===== src/rtl/rx_byte_fifo.sv =====
// Receive-side byte FIFO: the frame-complete strobe is edge-detected into a single
// push, and stored bytes are presented on a first-word-fall-through valid/ready port.
module rx_byte_fifo #(
  parameter int DATA_W = 8,
  parameter int DEPTH  = 8,
  localparam int ADDR_W = $clog2(DEPTH)
) (
  input  logic              clk,
  input  logic              reset,
  input  logic              clr,
  input  logic              wr_en,
  input  logic [DATA_W-1:0] wr_data,
  input  logic              rd_ready,
  output logic              rd_valid,
  output logic [DATA_W-1:0] rd_data,
  output logic [ADDR_W:0]   count,
  output logic              full,
  output logic              empty,
  output logic              overrun,
  input  logic              ovr_clr
);

  localparam logic [ADDR_W:0] FULL_COUNT = (ADDR_W+1)'(DEPTH);

  logic [DATA_W-1:0] mem [DEPTH];

  logic              wr_en_q_reg;
  logic [ADDR_W-1:0] wr_ptr_reg;
  logic [ADDR_W-1:0] rd_ptr_reg;
  logic [ADDR_W:0]   count_reg;
  logic              overrun_reg;

  logic push;
  logic pop;
  logic accept;
  logic drop;

  // Status comes only from the registered count, never from wr_en/rd_ready.
  assign full     = (count_reg == FULL_COUNT);
  assign empty    = (count_reg == '0);
  assign count    = count_reg;
  assign overrun  = overrun_reg;
  assign rd_valid = ~empty;
  assign rd_data  = empty ? '0 : mem[rd_ptr_reg];

  assign push   = wr_en & ~wr_en_q_reg;
  assign pop    = rd_valid & rd_ready;
  assign accept = push & (~full | pop);
  assign drop   = push & full & ~pop;

  // Storage carries no reset; contents are only meaningful between the pointers.
  always_ff @(posedge clk) begin
    if (accept && !clr) begin
      mem[wr_ptr_reg] <= wr_data;
    end
  end

  always_ff @(posedge clk or negedge reset) begin
    if (!reset) begin
      wr_en_q_reg <= 1'b0;
      wr_ptr_reg  <= '0;
      rd_ptr_reg  <= '0;
      count_reg   <= '0;
      overrun_reg <= 1'b0;
    end else begin
      // The edge register keeps tracking during clr so a held strobe cannot re-fire.
      wr_en_q_reg <= wr_en;
      if (clr) begin
        wr_ptr_reg  <= '0;
        rd_ptr_reg  <= '0;
        count_reg   <= '0;
        overrun_reg <= 1'b0;
      end else begin
        if (accept) begin
          wr_ptr_reg <= wr_ptr_reg + ADDR_W'(1);
        end
        if (pop) begin
          rd_ptr_reg <= rd_ptr_reg + ADDR_W'(1);
        end
        case ({accept, pop})
          2'b10:   count_reg <= count_reg + (ADDR_W+1)'(1);
          2'b01:   count_reg <= count_reg - (ADDR_W+1)'(1);
          default: count_reg <= count_reg;
        endcase
        // A drop in the same cycle as ovr_clr keeps the flag set.
        if (drop) begin
          overrun_reg <= 1'b1;
        end else if (ovr_clr) begin
          overrun_reg <= 1'b0;
        end
      end
    end
  end

endmodule


===== config.mk =====
export PLATFORM = sky130hd
export DESIGN_NAME = rx_byte_fifo
export DESIGN_NICKNAME = d
export VERILOG_FILES = /design/src/rtl/rx_byte_fifo.sv
export SDC_FILE = /design/constraint.sdc
export NUM_CORES = 1
export LEC_CHECK = 0
export ABC_AREA = 1
export CORE_MARGIN = 4
export CORE_UTILIZATION = 56
export DETAILED_ROUTE_END_ITERATION = 8
export PLACE_DENSITY_LB_ADDON = 0.3
export SYNTH_ARGS = -nofsm -noshare
export SYNTH_HDL_FRONTEND = slang
export SYNTH_SLANG_ARGS = --single-unit

===== constraint.sdc =====
create_clock -name clk -period 2.1 [get_ports clk]
set_clock_uncertainty 0.1 [all_clocks]
set_input_delay 0.315 -clock clk [delete_from_list [all_inputs] [get_ports clk]]
set_output_delay 0.315 -clock clk [all_outputs]
set_load 0.01 [all_outputs]

Yosys cells after proc, flatten, opt, wreduce, memory -nomap -nowiden
Memory sizes are Yosys's and may differ from the RTL's.
Index checks and enable logic that the tools add are counted.
{"block": "word_totals", "register_bits": 12, "latch_bits": 0, "ramBits": 64, "romBits": 0, "out_inout_bits": 16, "word_cells": 42, "n_memories": 1}
{"name": "mem", "depth": 8, "width": 8, "read_ports": 1, "rd_ports_with_merged_regs": 0, "write_ports": 1, "line": "25", "text": "logic [DATA_W-1:0] mem [DEPTH];"}
{"block": "op_classes", "addsub": 4, "multipliers": 0, "n_div": 0, "order_cmp": 0, "n_eq_ne": 3, "shifts": 0, "mux": 12, "bitwise": 10, "n_reduce_logical": 7}
{"operator": "$mux 3", "count": 4}
{"operator": "$mux 8", "count": 1}
{"operator": "$pmux 4 s2", "count": 1}
{"operator": "$add 3x1->3 const B", "count": 2}
{"operator": "$reduce_bool 3->1", "count": 2}
{"operator": "$and 1x1->1", "count": 5}
{"operator": "$mux 1", "count": 5}
{"operator": "$add 4x1->4 const B", "count": 1}
{"operator": "$eq 4x4->1 const B", "count": 1}
{"operator": "$logic_not 4->1", "count": 1}
{"operator": "$mux 4", "count": 1}
{"operator": "$not 1->1", "count": 4}
{"operator": "$reduce_bool 2->1", "count": 2}
{"operator": "$sub 4x1->4 const B", "count": 1}
{"operator": "$eq 2x1->1 const B", "count": 1}
{"operator": "$eq 2x2->1 const B", "count": 1}
{"operator": "$logic_and 1x1->1", "count": 1}
{"operator": "$logic_not 1->1", "count": 1}
{"operator": "$or 1x1->1", "count": 1}

Depth between registers and ports, before layout
{"block": "logic_depth", "word_depth": 8, "mapped_depth": 12, "depth_no_buf": 12}

Worst setup path after synthesis
No wires, ideal clock.
{"block": "synth_path", "kind": "register -> register", "from": "register count_reg[0] (netlist: count[0])", "to": "memory mem[5][0], enable pin", "t_arrival_ns": 1.423, "required_ns": 1.630, "setup_slack_ns": 0.207, "stages_incl_launch_ff": 9, "n_path_buf": 0, "cell_sequence": "dfrtp_1 -> nor2_2 -> nand2_1 -> inv_2 -> nand2_1 -> nand2_2 -> nor2_4 -> nand2_1 -> nor2_1"}
{"block": "synth_via", "elab_cells_between_ends": 10, "classes_between": "eq/ne (1); mux (2); bitwise (5); reduce/logical (2)"}
{"item": "from (decl)", "line": "30", "text": "logic [ADDR_W:0] count_reg;"}
{"item": "from (signal assigned)", "line": "81", "text": "2'b10: count_reg <= count_reg + (ADDR_W+1)'(1);"}
{"item": "from (signal assigned)", "line": "82", "text": "2'b01: count_reg <= count_reg - (ADDR_W+1)'(1);"}
{"item": "from (signal assigned)", "line": "83", "text": "default: count_reg <= count_reg;"}
{"item": "$eq 4x4->1", "line": "39", "text": "assign full = (count_reg == FULL_COUNT);"}
{"item": "named net full", "line": "17", "text": "output logic full,"}
{"item": "$not 1->1", "line": "48", "text": "assign accept = push & (~full | pop);"}
{"item": "$or 1x1->1", "line": "48"}
{"item": "$and 1x1->1", "line": "48"}
{"item": "$logic_and 1x1->1", "line": "53", "text": "if (accept && !clr) begin"}
{"item": "$mux 1", "line": "53"}
{"item": "$mux 1 (implied by the code)", "line": "54", "text": "mem[wr_ptr_reg] <= wr_data;"}
{"item": "to (decl)", "line": "25"}
The timed path passes the listed nets, and every way through them passes these cells.

Worst setup path in the final report
{"block": "layout_path", "from": "register rd_ptr_reg[0]", "to": "output rd_data[3]"}
{"block": "layout_via", "elab_chain_cells": 2}
{"item": "from (decl)", "line": "29", "text": "logic [ADDR_W-1:0] rd_ptr_reg;"}
{"item": "from (signal assigned)", "line": "78", "text": "rd_ptr_reg <= rd_ptr_reg + ADDR_W'(1);"}
{"item": "$mem_v2 8x8"}
{"item": "$mux 8", "line": "44", "text": "assign rd_data = empty ? '0 : mem[rd_ptr_reg];"}
{"item": "to (decl)", "line": "15", "text": "output logic [DATA_W-1:0] rd_data,"}
Every way passes these cells.

==> results.txt <==
* CP cell instances: buf_12, o21ai_0, o22ai_1, o21ai_1, a31oi_1, buf_2
- Nets@finish: 371
- First-pass GRT wire length: 11600 um
* Core occupancy in the finished layout: 75.0%
- After layout, the worst path uses 102% of the clock period.
* TritonCTS clock tree: built
- The wire-length estimate of the detail-placed layout is 4840 um.
- DR vias: 2375
- Fraction of the yosys area taken by sequential cells: 68.5%
- Reg-to-reg endpoint: mem[7][7]
- The number of antenna violations at the first check in global routing came to 0.
- The number of global-route vias before repair is 2350.
* Most used DFF post-synth: sky130_fd_sc_hd__edfxtp_1
- Largest incremental delay on the critical path: 0.45 ns
* Final hold vios: 0
- The cell area that synthesis handed to floorplanning was 3240 um2.
- CTS Buffer Depth: 2
- Number of flip-flops in the largest register: 64
* Avg Vias per Cell: 5.52
* Clock input transition at the sequential cells of the worst setup and hold paths: 0.08 ns
- Worst min path class: input port to async pin
- The kind of cell with the highest combined delay along the critical path is compound AO/OA/AOI/OAI gates.
- Static leakage: 0.00164 uW
- The H-tree was split into 3 levels.
* First drt pass iteration count: 4
- The die covers 7070 um2.
- Outcome: complete, but fails checks
- Slew of the pin with the lowest slew margin: 0.591 ns
* Maximum operating frequency: 469 MHz
* Cell at the root of the clock tree: sky130_fd_sc_hd__clkbuf_8
- Of all nets on the critical path, the largest fanout is 19.
* Number of instances in the synthesized netlist: 285
* Filler instances: 354
- The finished layout holds 430 standard cells, fillers aside.
* CP Capture Type: output port
- Power spread over the standard cell area amounts to 1150 nW/um2.
* Post-layout min period: 2.13 ns
* Initial Util: 58.2%
* Number of nets with antenna violations after routing: 0
* Sink count of the clock tree: 76
- Iter 0 DRT Violations: 216
- For this run the aggregate overflow at the end of global routing stands at 0.
- For this run, the number of Yosys warnings is 0.
* Worst Reg-to-Reg Cells: 11
- Setup slack after layout: -0.0330 ns
- Clock latency on the worst-skew pair: 0.34 ns
* Slowest stage cell, crit path: sky130_fd_sc_hd__dfrtp_2
* Post-cts hold buffer count: 0
- WP buf/inv: 2
* Maximum Capacitance Violations: 0
- Core Area: 5570 um2
- Routability-driven placement finished with a final weighted congestion of 0.804.
* Placed cell area: 3810 um2
- Number of buffers added by the clock tree synthesis step: 9
* Number of library cell types mapped by synthesis: 27
- The die is 84.1 um wide.
- The average instance in the mapped netlist occupies 11.4 um2.
* Req. time, crit path: 1.68 ns
* Total wire length: 7560 um
* Most common cell after layout, fill and taps aside: sky130_fd_sc_hd__edfxtp_1
- By startpoint and endpoint, the worst setup path is classified as register to output port.
- Syn Nets: 303
* Headroom to the max-slew limit: 60.5%
- FP Rows: 27
- In the final layout, the multi-input gates occupy 945 um2.
* Total of buffers placed on input and output ports: 29
- Entering global routing, the biggest net connects 20 pins.
- Startpoint class of the critical path: register
- The worst register-to-register path has a setup slack of 0.17 ns.
* Max-slew violation count: 0
- After routing the design area is 4180 um2.
- STA puts the critical path data arrival time at 1.72 ns.
* Final antenna diode count: 0
- Setup violations remaining at the end of the flow were counted as 3.
- Layout-stage area growth over the synthesis result: 29.0%
- Height of the chip: 84.1 um
- FF+latch count, synth: 76
- RSZ-0062 raised after global routing: true
- Summing all flip-flop and latch instances after layout gives 2220 um2.
* Post-synth EDFFs: 64
* FFs w/ async S/R, synth: 15.8%
- The startpoint identified for the worst register-to-register timing path is count[3].
* Proportion of layout cells with a drive suffix above 1: 25.7%
- Prior to clock tree synthesis, the placed netlist has a worst setup slack of -0.0693 ns.
- Global routing used 21.9% of the available tracks.
- Leaving out fill and tap cells, the most frequent cells in the layout are sky130_fd_sc_hd__edfxtp_1, sky130_fd_sc_hd__nor2_1, sky130_fd_sc_hd__buf_4.
* Count of unresolved DRC violations after routing: 0
* Total placed cells including tap cells: 406
- The final reports fail on negative setup slack.
* Routed length per placed instance: 17.6 um
* VDD IR-drop max: 0.744 mV
* Number of placed I/O pins: 30
[timing repair]
item,in CTS,in global routing
endpoints found under the setup margin,11,9
gates resized for setup,40,28
gates cloned,0,1
buffers inserted,3,4
pin swaps,3,9
[logic make-up after synthesis]
| kind of cell | share of synthesized area (%) |
|---|---|
| buffers and inverters | 4.21 |
| and+or+nand+nor | 13.8 |
| DFF | 68.5 |
| xor gates and xnor gates | 0.540 |
| AOI/OAI and AO/OA | 11.4 |
| adders and majority gates | 1.54 |
[report_power, final]
part | internal (uW) | total (uW) | switching (uW)
Combinational | 783 | 1740 | 953
Clock | 792 | 1320 | 531
Sequential | 1700 | 1760 | 60.5
[worst max-delay path by stage]
stage | from | endpoint | slack [ns] | cells after the start
floorplan | count[0] | mem[5][0] | 0.21 | 8
global placement | rd_ptr_reg[1] | rd_data[2] | -0.004 | 6
CTS | rd_ptr_reg[0] | rd_data[2] | -0.03 | 7
global route | rd_ptr_reg[0] | rd_data[4] | -0.17 | 7
detailed placement | rd_ptr_reg[0] | rd_data[4] | -0.07 | 6
finish | rd_ptr_reg[0] | rd_data[3] | -0.03 | 6
[metrics by stage]
stage | total power (uW) | hold WS [ns] | setup TNS [ns]
6_report | 4820 | 0.246 | -0.0919
5_1_grt | 5090 | 0.259 | -0.739
4_1_cts | 4660 | 0.244 | -0.0433
3_5_place_dp | 3420 | 0.434 | -0.212
3_3_place_gp | 3360 | 0.429 | -0.00401
2_1_floorplan | 2660 | -0.0806 | 0
[final cells by class]
| type | instances | share of cell area (%) |
|---|---|---|
| Clock buffer | 10 | 3.05 |
| Multi-Input combinational cell | 176 | 22.6 |
| Tap cell | 72 | 2.15 |
| Inverter | 23 | 2.24 |
| Sequential cell | 76 | 53.2 |
| Timing Repair Buffer | 67 | 14.1 |
| Clock inverter | 6 | 2.69 |
[metal layers]
metal	global-route usage, %	vias to the layer above	wire (um)
met5	0	-	0
met4	9.06	0	151
met3	6.02	17	432
met2	36.2	85	3980
met1	27.1	1140	3000
li1	-	1133	-
[cells in the mapped netlist (2+ instances only)]
library cell | number | share of area (%)
sky130_fd_sc_hd__nor2_1 | 62 | 7.2
sky130_fd_sc_hd__nor2_4 | 2 | 0.69
sky130_fd_sc_hd__inv_2 | 6 | 0.69
sky130_fd_sc_hd__dfrtp_1 | 12 | 9.3
sky130_fd_sc_hd__inv_1 | 17 | 2.0
sky130_fd_sc_hd__buf_2 | 7 | 1.1
sky130_fd_sc_hd__nand3_1 | 4 | 0.62
sky130_fd_sc_hd__o21ai_0 | 24 | 3.7
sky130_fd_sc_hd__edfxtp_1 | 64 | 59
sky130_fd_sc_hd__o21ai_1 | 22 | 3.4
sky130_fd_sc_hd__ha_1 | 4 | 1.5
sky130_fd_sc_hd__nand2_1 | 23 | 2.7
sky130_fd_sc_hd__clkbuf_1 | 2 | 0.23
sky130_fd_sc_hd__a31oi_1 | 8 | 1.5
sky130_fd_sc_hd__o21ai_2 | 2 | 0.54
sky130_fd_sc_hd__nand3_2 | 3 | 0.93
sky130_fd_sc_hd__xor2_1 | 2 | 0.54
sky130_fd_sc_hd__nand2_2 | 3 | 0.58
sky130_fd_sc_hd__o22ai_1 | 8 | 1.5
sky130_fd_sc_hd__a21oi_1 | 3 | 0.46
[worst register-to-register path: stages, from the launching register on]
cell and delay (ns):
sky130_fd_sc_hd__dfrtp_1 0.40, sky130_fd_sc_hd__buf_4 0.16, sky130_fd_sc_hd__inv_1 0.05, sky130_fd_sc_hd__nor2_1 0.04, sky130_fd_sc_hd__nand2_1 0.11, sky130_fd_sc_hd__inv_2 0.06
sky130_fd_sc_hd__nand2_1 0.09, sky130_fd_sc_hd__nand2_2 0.09, sky130_fd_sc_hd__nor2_4 0.11, sky130_fd_sc_hd__nand2_1 0.12, sky130_fd_sc_hd__nor2_1 0.11, sky130_fd_sc_hd__buf_4 0.21
No activity file was read; power rests on OpenSTA's default activity.
